## config.mk

```make
export PLATFORM = sky130hd
export DESIGN_NAME = pll_supervisor_flat
export DESIGN_NICKNAME = d
export VERILOG_FILES = /design/src/rtl/pll_supervisor_pkg.sv /design/src/rtl/pll_supervisor_if.sv /design/src/rtl/pll_supervisor_sync_2ff.sv /design/src/rtl/pll_supervisor.sv /design/src/flat_wrapper.sv
export SDC_FILE = /design/constraint.sdc
export NUM_CORES = 1
export LEC_CHECK = 0
export CAP_MARGIN = 20
export CORE_MARGIN = 2
export CORE_UTILIZATION = 30
export CTS_CLUSTER_DIAMETER = 120
export CTS_CLUSTER_SIZE = 25
export DETAILED_ROUTE_END_ITERATION = 16
export PLACE_DENSITY = 0.43
export SYNTH_ARGS = -nofsm -noshare
export SYNTH_HDL_FRONTEND = slang
export SYNTH_SLANG_ARGS = --single-unit
```

## constraint.sdc

```tcl
create_clock -name clk -period 5.23 [get_ports clk]
set_clock_uncertainty 0.15 [all_clocks]
set_input_delay 1.046 -clock clk [delete_from_list [all_inputs] [get_ports clk]]
set_output_delay 1.046 -clock clk [all_outputs]
set_load 0.1 [all_outputs]
```

## src/rtl/pll_supervisor_pkg.sv

```systemverilog
// pll_supervisor_pkg: shared FSM state encodings for the PLL supervisor
package pll_supervisor_pkg;

    localparam int STATE_W = 3;

    typedef enum logic [STATE_W-1:0] {
        S_HOLD      = 3'd0,
        S_WAIT_LOCK = 3'd1,
        S_STABLE    = 3'd2,
        S_RUN       = 3'd3,
        S_FAULT     = 3'd4
    } state_t;

endpackage

```

## src/rtl/pll_supervisor_if.sv

```systemverilog
// pll_supervisor_if: PLL lock/restart inputs and sequencing/status outputs of the supervisor
// loss_count exists only when PLL_SUPERVISOR_LOSS_CNT_EN is defined
interface pll_supervisor_if;
    import pll_supervisor_pkg::*;

    logic               pll_lock;
    logic               restart;
    logic               pll_resetb;
    logic               sys_reset;
    logic               pll_ready;
    logic               fault;
    logic [1:0]         retry_count;
    logic [STATE_W-1:0] state;
`ifdef PLL_SUPERVISOR_LOSS_CNT_EN
    logic [7:0]         loss_count;
`endif

    modport slave (
        input  pll_lock, restart,
`ifdef PLL_SUPERVISOR_LOSS_CNT_EN
        output loss_count,
`endif
        output pll_resetb, sys_reset, pll_ready, fault, retry_count, state
    );

    modport master (
        output pll_lock, restart,
`ifdef PLL_SUPERVISOR_LOSS_CNT_EN
        input  loss_count,
`endif
        input  pll_resetb, sys_reset, pll_ready, fault, retry_count, state
    );

endinterface

```

## src/rtl/pll_supervisor_sync_2ff.sv

```systemverilog
// sync_2ff: two-flop synchronizer for a single asynchronous bit, async active-high reset to 0
module sync_2ff (
    input  logic clk,
    input  logic rst,
    input  logic i_d,
    output logic o_q
);

    logic r_meta;
    logic r_q;

    // first flop may go metastable; second gives it a full cycle to settle
    always_ff @(posedge clk or posedge rst) begin
        if (rst) begin
            r_meta <= 1'b0;
            r_q    <= 1'b0;
        end else begin
            r_meta <= i_d;
            r_q    <= r_meta;
        end
    end

    assign o_q = r_q;

endmodule

```

## src/rtl/pll_supervisor.sv

```systemverilog
// pll_supervisor: sequences PLL reset, qualifies lock, gates downstream reset, retries and faults
// Optional lock-loss counter output enabled by defining PLL_SUPERVISOR_LOSS_CNT_EN
module pll_supervisor
    import pll_supervisor_pkg::*;
#(
    parameter int RESET_HOLD_CYCLES   = 16,
    parameter int LOCK_TIMEOUT_CYCLES = 12000,
    parameter int LOCK_STABLE_CYCLES  = 256,
    parameter int MAX_RETRIES         = 3,
    parameter int CNT_W               = 24
) (
    input  logic             clk,
    input  logic             reset,
    pll_supervisor_if.slave  bus
);

    localparam logic [CNT_W-1:0] HOLD_LD = CNT_W'(RESET_HOLD_CYCLES - 1);
    localparam logic [CNT_W-1:0] TO_LD   = CNT_W'(LOCK_TIMEOUT_CYCLES - 1);
    localparam logic [CNT_W-1:0] ST_LD   = CNT_W'(LOCK_STABLE_CYCLES - 1);
    localparam logic [1:0]       RTY_MAX = 2'(MAX_RETRIES);

    state_t           r_state;
    logic [CNT_W-1:0] r_cnt;
    logic [1:0]       r_retry;
    logic             r_pll_resetb;
    logic             r_sys_reset;
    logic             r_ready;
    logic             r_fault;

    state_t           w_nxt;
    logic [CNT_W-1:0] w_cnt;
    logic [1:0]       w_retry;
    logic [1:0]       w_retry_inc;
    logic             w_lock_s;

    sync_2ff u_lock_sync (
        .clk (clk),
        .rst (reset),
        .i_d (bus.pll_lock),
        .o_q (w_lock_s)
    );

    assign w_retry_inc = (r_retry == RTY_MAX) ? r_retry : r_retry + 2'd1;

    // next state, shared down-counter and retry bookkeeping; restart overrides everything
    always_comb begin
        w_nxt   = r_state;
        w_cnt   = r_cnt - CNT_W'(1);
        w_retry = r_retry;
        if (bus.restart) begin
            w_nxt   = S_HOLD;
            w_cnt   = HOLD_LD;
            w_retry = '0;
        end else begin
            case (r_state)
                S_HOLD: begin
                    if (r_cnt == '0) begin
                        w_nxt = S_WAIT_LOCK;
                        w_cnt = TO_LD;
                    end
                end
                S_WAIT_LOCK: begin
                    if (w_lock_s) begin
                        w_nxt = S_STABLE;
                        w_cnt = ST_LD;
                    end else if (r_cnt == '0) begin
                        w_retry = w_retry_inc;
                        w_nxt   = (w_retry_inc == RTY_MAX) ? S_FAULT : S_HOLD;
                        w_cnt   = HOLD_LD;
                    end
                end
                S_STABLE: begin
                    if (!w_lock_s) begin
                        w_nxt = S_WAIT_LOCK;
                        w_cnt = TO_LD;
                    end else if (r_cnt == '0) begin
                        w_nxt = S_RUN;
                    end
                end
                S_RUN: begin
                    w_cnt = r_cnt;
                    if (!w_lock_s) begin
                        w_nxt   = S_HOLD;
                        w_cnt   = HOLD_LD;
                        w_retry = '0;
                    end
                end
                S_FAULT: w_cnt = r_cnt;
                default: begin
                    w_nxt = S_HOLD;
                    w_cnt = HOLD_LD;
                end
            endcase
        end
    end

    // FSM state plus outputs registered from the next state so they change on the same edge
    always_ff @(posedge clk or posedge reset) begin
        if (reset) begin
            r_state      <= S_HOLD;
            r_cnt        <= HOLD_LD;
            r_retry      <= '0;
            r_pll_resetb <= 1'b0;
            r_sys_reset  <= 1'b1;
            r_ready      <= 1'b0;
            r_fault      <= 1'b0;
        end else begin
            r_state      <= w_nxt;
            r_cnt        <= w_cnt;
            r_retry      <= w_retry;
            r_pll_resetb <= w_nxt inside {S_WAIT_LOCK, S_STABLE, S_RUN};
            r_sys_reset  <= w_nxt != S_RUN;
            r_ready      <= w_nxt == S_RUN;
            r_fault      <= w_nxt == S_FAULT;
        end
    end

    assign bus.pll_resetb  = r_pll_resetb;
    assign bus.sys_reset   = r_sys_reset;
    assign bus.pll_ready   = r_ready;
    assign bus.fault       = r_fault;
    assign bus.retry_count = r_retry;
    assign bus.state       = r_state;

`ifdef PLL_SUPERVISOR_LOSS_CNT_EN
    logic [7:0] r_loss;

    // saturating count of lock losses while running; survives restart, cleared only by reset
    always_ff @(posedge clk or posedge reset) begin
        if (reset)
            r_loss <= '0;
        else if (r_state == S_RUN && !w_lock_s && !bus.restart && r_loss != 8'hFF)
            r_loss <= r_loss + 8'd1;
    end

    assign bus.loss_count = r_loss;
`endif

endmodule

```

## src/flat_wrapper.sv

```systemverilog
// flat-port wrapper written by rule: the top's interface ports become plain ports
module pll_supervisor_flat import pll_supervisor_pkg::*;
#(
    parameter int RESET_HOLD_CYCLES   = 16,
    parameter int LOCK_TIMEOUT_CYCLES = 12000,
    parameter int LOCK_STABLE_CYCLES  = 256,
    parameter int MAX_RETRIES         = 3,
    parameter int CNT_W               = 24
)
  (clk, reset, bus_pll_lock, bus_restart, bus_pll_resetb, bus_sys_reset, bus_pll_ready, bus_fault, bus_retry_count, bus_state);
  pll_supervisor_if bus_i ();
  input  logic clk;
  input  logic reset;
  input wire logic [$bits(bus_i.pll_lock)-1:0] bus_pll_lock;
  input wire logic [$bits(bus_i.restart)-1:0] bus_restart;
  output wire logic [$bits(bus_i.pll_resetb)-1:0] bus_pll_resetb;
  output wire logic [$bits(bus_i.sys_reset)-1:0] bus_sys_reset;
  output wire logic [$bits(bus_i.pll_ready)-1:0] bus_pll_ready;
  output wire logic [$bits(bus_i.fault)-1:0] bus_fault;
  output wire logic [$bits(bus_i.retry_count)-1:0] bus_retry_count;
  output wire logic [$bits(bus_i.state)-1:0] bus_state;
  assign bus_i.pll_lock = bus_pll_lock;
  assign bus_i.restart = bus_restart;
  assign bus_pll_resetb = bus_i.pll_resetb;
  assign bus_sys_reset = bus_i.sys_reset;
  assign bus_pll_ready = bus_i.pll_ready;
  assign bus_fault = bus_i.fault;
  assign bus_retry_count = bus_i.retry_count;
  assign bus_state = bus_i.state;
  pll_supervisor #(.RESET_HOLD_CYCLES(RESET_HOLD_CYCLES), .LOCK_TIMEOUT_CYCLES(LOCK_TIMEOUT_CYCLES), .LOCK_STABLE_CYCLES(LOCK_STABLE_CYCLES), .MAX_RETRIES(MAX_RETRIES), .CNT_W(CNT_W)) u_core (.clk(clk), .reset(reset), .bus(bus_i));
endmodule
```

==> flow_summary.toml, run 1 <==
[run_status]
status = "finished, final reports clean"

[logic_synthesis]
synth_area_leader_cell = "dfrtp_1"
yosys_warnings = 0
ys_ff_latch = 35
yosysSeqAreaShare_pct = 40.4
synth_area_mm2 = 0.00218
avgSynthCellArea_um2 = 9.14
synth_area_leaders = "dfrtp_1 (34%), dfstp_2 (6.0%), nor3_1 (4.1%)"
ys_types = 60
syn_nets = 244
synth_edf_count = 0
synth_cells = 239
synth.top_cell.area_share_pct = 34.4
async_reset_ff_share_pct = 100
ys.flop_type = "dfrtp_1"

[grt]
grt_antenna_before_repair = 0
grt_start_max_net_pins = 36
grt_pass1_vias = 1838
grt_overflow = 0
grt_pass1_wl_mm = 9.36
track_usage_pct = 15.4

[setup_path]
critical_path_class = "register to output port"
rrSetupSlack_ns = 2.46
cp.arrival_ns = 2.37
critical_path.startpoint_type = "register"
path_delay_family = "buffers and inverters"
max_stage_delay_ns = 1.26
path_cells = "clkdlybuf4s50_1"
cp_slowest_cell = "clkdlybuf4s50_1"
endpoint_kind = "output port"
worstPathRequired_ns = 4.03
cp_num_buf_inv = 1
cp_max_fo = 22

[clock_network]
post-cts-setup-buffers = 0
clk_latency_ns = 0.30
cts_tree = "built"
clock_sinks = 35
hold_buffers = 0
clkTransAtPathRegs_ns = 0.08
cts_htree_levels = 2
cts_buffers = 5
cts_resized = 0
clk_path_buf_depth = 2
cts-root-buf = "clkbuf_8"

[finish]
fillers = 765
final_common_cell = "dfrtp_1"
synthToLayoutAreaGrowth_pct = 12.8
drive_gt1_share_pct = 14.7
fin_area_mm2 = 0.00246
regArea_um2 = 882
nets = 249
multiInputGateArea_mm2 = 0.00120
final_cell_mix = "dfrtp_1 (30), nor3_1 (18), nand2_1 (17), o21ai_0 (16), nor2_1 (13)"
n_antenna_cell = 0

[sta]
tightestPinTransition_ns = 0.976
hold_viol = 0
relSlewSlack_pct = 34.7
setup_viol = 0
drv_slew = 0
whs_ns = 0.206
rsz0062_at_grt = "no"
tns_ns = 0
period_share_pct = 68.1
max_clock_freq_mhz = 281
period_needed_ns = 3.56

[power]
peakVddDrop_v = 0.000108
p_per_area_mw_per_mm2 = 210
p_leak_nw = 0.983

[run]
max_cap_violations = 0

[placed_design]
port_buffers = 12
place_congestion = 0.820
dpl_cell_area_mm2 = 0.00237
hpwl_mm = 3.82

[routing]
first_iter_violations = 124
vias = 1833
via_per_inst = 5.33
dr.pass1.iters = 4
wl_mm = 5.59
drtAntennaViolNets = 0
drc = 0
drt-wirelength-per-cell_um = 16.2

[floorplan]
pin_count = 13
core_area_mm2 = 0.00714
die-height_um = 89.3
fp.dieW_um = 89.3
dieArea_mm2 = 0.00798
start_util_pct = 30.6
row_count = 31

[hold_path]
hp-class = "register to register"
## layer usage
layer  part of all wire [%]  global-route usage [%]
met3                    4.0                    3.79
met5                      0                       0
met1                     49                    21.5
met4                    1.0                    4.75
met2                     46                    23.3
## registers in the layout, indices dropped and copies added, names as in the netlist
signal                     count
u_core.bus.fault               1
u_core.bus.pll_ready           1
u_core.bus.pll_resetb          1
u_core.bus.retry_count         2
u_core.bus.state               3
u_core.bus.sys_reset           1
u_core.r_cnt                  24
u_core.u_lock_sync.o_q         1
u_core.u_lock_sync.r_meta      1
## cell usage after synthesis (all sizes together) (2+ instances only)
cell    instances
dfrtp          30
nor3           20
nand2          17
o21ai          17
nor2           13
clkbuf         12
nor4           10
a21oi           9
inv             9
xnor2           9
nand4           8
a31oi           6
dfstp           5
nand2b          5
or3             5
buf             4
nand3           4
or2             4
or4             4
nand3b          3
o211ai          3
o21a            3
o311ai          3
o31ai           3
a211o           2
a22oi           2
a31o            2
and2            2
nor4b           2
o221ai          2
o31a            2
o41ai           2
## worst paths after layout
check | from | to | cells past startpoint
max | u_core.bus.state[1] | bus_state[1] | 1
min | u_core.u_lock_sync.r_meta | u_core.u_lock_sync.o_q | 0
max reg2reg | u_core.r_cnt[0] | u_core.bus.pll_ready | 7
min reg2reg | u_core.u_lock_sync.r_meta | u_core.u_lock_sync.o_q | 0
max in group asynchronous | reset | u_core.r_cnt[3] | 3
min in group asynchronous | reset | u_core.r_cnt[23] | 3
## metrics by stage
stage	instances	worst slack (ns)	utilization, %	power (mW)
floorplan	239	2.69	-	0.304
global placement	336	1.72	33.2	0.313
detailed placement	336	1.72	33.2	0.313
CTS	344	1.65	34.5	0.524
global route	344	1.55	34.5	0.537
finish	344	1.67	34.5	0.517
## cell families (layout without fill, tap and decap cells)
group / count (synthesis) / in the layout / share of synthesized area (%)
flip-flops: 35 / 35 / 40.4
multiplexers: 1 / 1 / 0.687
AND/OR/NAND/NOR: 102 / 102 / 28.8
AO/OA/AOI/OAI: 65 / 65 / 20.8
buffers and inverters: 25 / 31 / 4.81
XOR/XNOR: 10 / 10 / 4.01
adder cells (fa/ha/maj): 1 / 1 / 0.573
## final cells by class
class | instances | area share, %
multi-input combinational | 179 | 48.6
sequential | 35 | 35.8
timing repair buffer | 14 | 5.49
tap | 99 | 5.03
clock buffer | 7 | 3.50
inverter | 9 | 1.37
clock inverter | 1 | 0.203
## power by group
group | switching (mW) | leakage, nW | internal, mW | total (mW)
combinational | 0.0179 | 0.467 | 0.00943 | 0.0274
clock | 0.104 | 0.0482 | 0.106 | 0.210
sequential | 0.00497 | 0.467 | 0.275 | 0.280
total | 0.127 | 0.983 | 0.391 | 0.517
## worst reg2reg max path, stage by stage (launching register included)
cell,delay (ns)
dfstp_2,0.39
inv_1,0.09
ha_1,0.23
nor4b_4,0.33
nand3_4,0.19
o21bai_1,0.73
o221ai_1,0.33
and2_1,0.24
No activity file was read; power rests on OpenSTA's default activity.
==> run 2: changes to the inputs <==
==> constraint.sdc (replaced) <==
create_clock -name clk -period 3.5 [get_ports clk]
set_clock_uncertainty 0.15 [all_clocks]
set_input_delay 0.7 -clock clk [delete_from_list [all_inputs] [get_ports clk]]
set_output_delay 0.7 -clock clk [all_outputs]
set_load 0.1 [all_outputs]
==> run 2 against run 1 <==
  * Core utilization is 0.23 points higher
  * Count of clock-buffer cells in the layout increased by 1
  * Sequential power rose by 50%
  * Design area rose by 0.66%
  * Sequential cell count unchanged
  * Sequential share of layout area shrank 0.23 points
  * Critical path depth increased by 6
  * Total power grew 52%
  * Hold slack better by 0.0023 ns
  * Global-route usage increased by 0.47 points
  * Highest routed layer unchanged
==> flow_summary.toml, run 2 (synthesized netlist as in run 1, its figures left out) <==
[routing]
vias = 1864
first_iter_violations = 84
dr.pass1.iters = 4
drt-wirelength-per-cell_um = 16.4
drc = 0
drtAntennaViolNets = 0
wl_mm = 5.72
via_per_inst = 5.36

[power]
p_int_uw = 606
switchingPower_uw = 182
p_leak_nw = 1.02
seqPwrFrac_pct = 53.1
combPwrFrac_pct = 5.4
pwr-share-clk_pct = 41.5
peakVddDrop_v = 0.000141
sw_frac_of_total_pct = 23.1
p_per_area_mw_per_mm2 = 318

[placed_design]
port_buffers = 12
place_congestion = 0.754
placedCellCount = 340
dpl_cell_area_mm2 = 0.00238
hpwl_mm = 4.04

[clock_network]
cts_buffers = 5
cts_resized = 0
cts_tree = "built"
clk_latency_ns = 0.29
cts_htree_levels = 2
clk_path_buf_depth = 2
clkTransAtPathRegs_ns = 0.07
clock_sinks = 35
cts-root-buf = "clkbuf_8"
hold_buffers = 0
post-cts-setup-buffers = 0

[finish]
fin_area_mm2 = 0.00248
regArea_um2 = 882
fin_util_pct = 34.7
multiInputGateArea_mm2 = 0.00120
final_common_cell = "dfrtp_1"
final_cell_mix = "dfrtp_1 (30), nor3_1 (18), nand2_1 (17), o21ai_0 (16), buf_4 (15)"
n_antenna_cell = 0
drive_gt1_share_pct = 19.7
largest_register = "u_core.r_cnt"
fillers = 763
nets = 253
largest_register_ffs = 24
synthToLayoutAreaGrowth_pct = 13.5
layout.cells.non_filler = 348

[grt]
track_usage_pct = 15.8
grt_overflow = 0
grt_start_max_net_pins = 36
grt_antenna_before_repair = 0
grt_pass1_vias = 1819
grt_pass1_wl_mm = 9.62

[sta]
relSlewSlack_pct = 66.3
tightestPinTransition_ns = 0.506
setup_viol = 0
drv_slew = 0
hold_viol = 0
rsz0062_at_grt = "no"
period_needed_ns = 2.50
period_share_pct = 71.3
max_clock_freq_mhz = 401
tns_ns = 0

[run]
max_cap_violations = 0

[setup_path]
cp_num_buf_inv = 1
rr_startpoint = "u_core.r_cnt[0]"
worstPathRequired_ns = 3.48
cp_slowest_cell = "dfstp_2"
critical_path_class = "register to register"
rrSetupSlack_ns = 1.00
path_delay_family = "simple AND/OR/NAND/NOR gates"
r2r_end = "u_core.r_cnt[11]"
cp.arrival_ns = 2.48
cp_max_fo = 10
endpoint_kind = "register"
critical_path.startpoint_type = "register"
max_stage_delay_ns = 0.39
path_cells = "inv_1, ha_1, nor4b_4, nand3_4, or2_1, a21oi_1, o311ai_0"
r2r_cells = 7

[floorplan]
fp.dieW_um = 89.3
row_count = 31
die-height_um = 89.3
dieArea_mm2 = 0.00798
core_area_mm2 = 0.00714
pin_count = 13
start_util_pct = 30.6

[hold_path]
whs_path_depth = 0
hold_start = "u_core.u_lock_sync.r_meta"
hold_path_end = "u_core.u_lock_sync.o_q"
hp-class = "register to register"

[run_status]
status = "finished, final reports clean"
==> run 2: cell count changes in the layout (fill, tap and decap cells not counted), sizes merged <==
cell	before	now
buf	2	15
clkdlybuf4s50	12	3
clkbuf	7	8
clkinv	1	0
==> run 2: cell type report <==
class	instances	share of cell area, %
Sequential cell	35	35.6
Clock buffer	8	4.04
Timing Repair Buffer	18	5.75
Inverter	9	1.36
Multi-Input combinational cell	179	48.3
Tap cell	99	4.99
==> run 2: power groups by stage <==
stage | clock [mW] | combinational (mW) | sequential [mW]
after floorplan | 0 | 0.0311 | 0.423
after global placement | 0 | 0.0437 | 0.426
after detailed placement | 0 | 0.0434 | 0.426
after CTS | 0.339 | 0.0436 | 0.419
after global routing | 0.363 | 0.0484 | 0.419
final | 0.327 | 0.0425 | 0.419
==> run 2: worst register-to-register path, stage by stage, from the launching register on <==
cell and delay [ns]:
dfstp_2 0.39, inv_1 0.09, ha_1 0.24, nor4b_4 0.33
nand3_4 0.20, or2_1 0.39, a21oi_1 0.36, o311ai_0 0.19
==> run 2: worst max-delay path by stage <==
stage | from | endpoint | slack, ns | depth (start not counted)
2_1_floorplan | u_core.bus.state[0] | u_core.r_cnt[18] | 0.96 | 7
3_5_place_dp | bus_restart | u_core.r_cnt[19] | 0.72 | 6
5_1_grt | u_core.r_cnt[0] | u_core.r_cnt[10] | 0.82 | 7
4_1_cts | u_core.r_cnt[0] | u_core.r_cnt[11] | 1.02 | 7
3_3_place_gp | bus_restart | u_core.r_cnt[2] | 0.73 | 6
6_report | u_core.r_cnt[0] | u_core.r_cnt[11] | 1.00 | 7
==> run 2: per-layer routing <==
layer	GRT usage [%]	part of all wire, %	vias up
met5	0	0	-
met4	3.66	0.82	0
met3	3.14	3.4	7
met2	25.3	46	37
met1	22.1	49	900
li1	-	-	920
==> run 2: per-stage QoR <==
| step | setup WS, ns | total power [mW] | hold slack [ns] |
|---|---|---|---|
| 2_1_floorplan | 0.963 | 0.454 | 0.181 |
| 3_3_place_gp | 0.726 | 0.470 | 0.187 |
| 3_5_place_dp | 0.719 | 0.470 | 0.188 |
| 4_1_cts | 1.02 | 0.801 | 0.205 |
| 5_1_grt | 0.815 | 0.831 | 0.226 |
| 6_report | 1.00 | 0.788 | 0.208 |
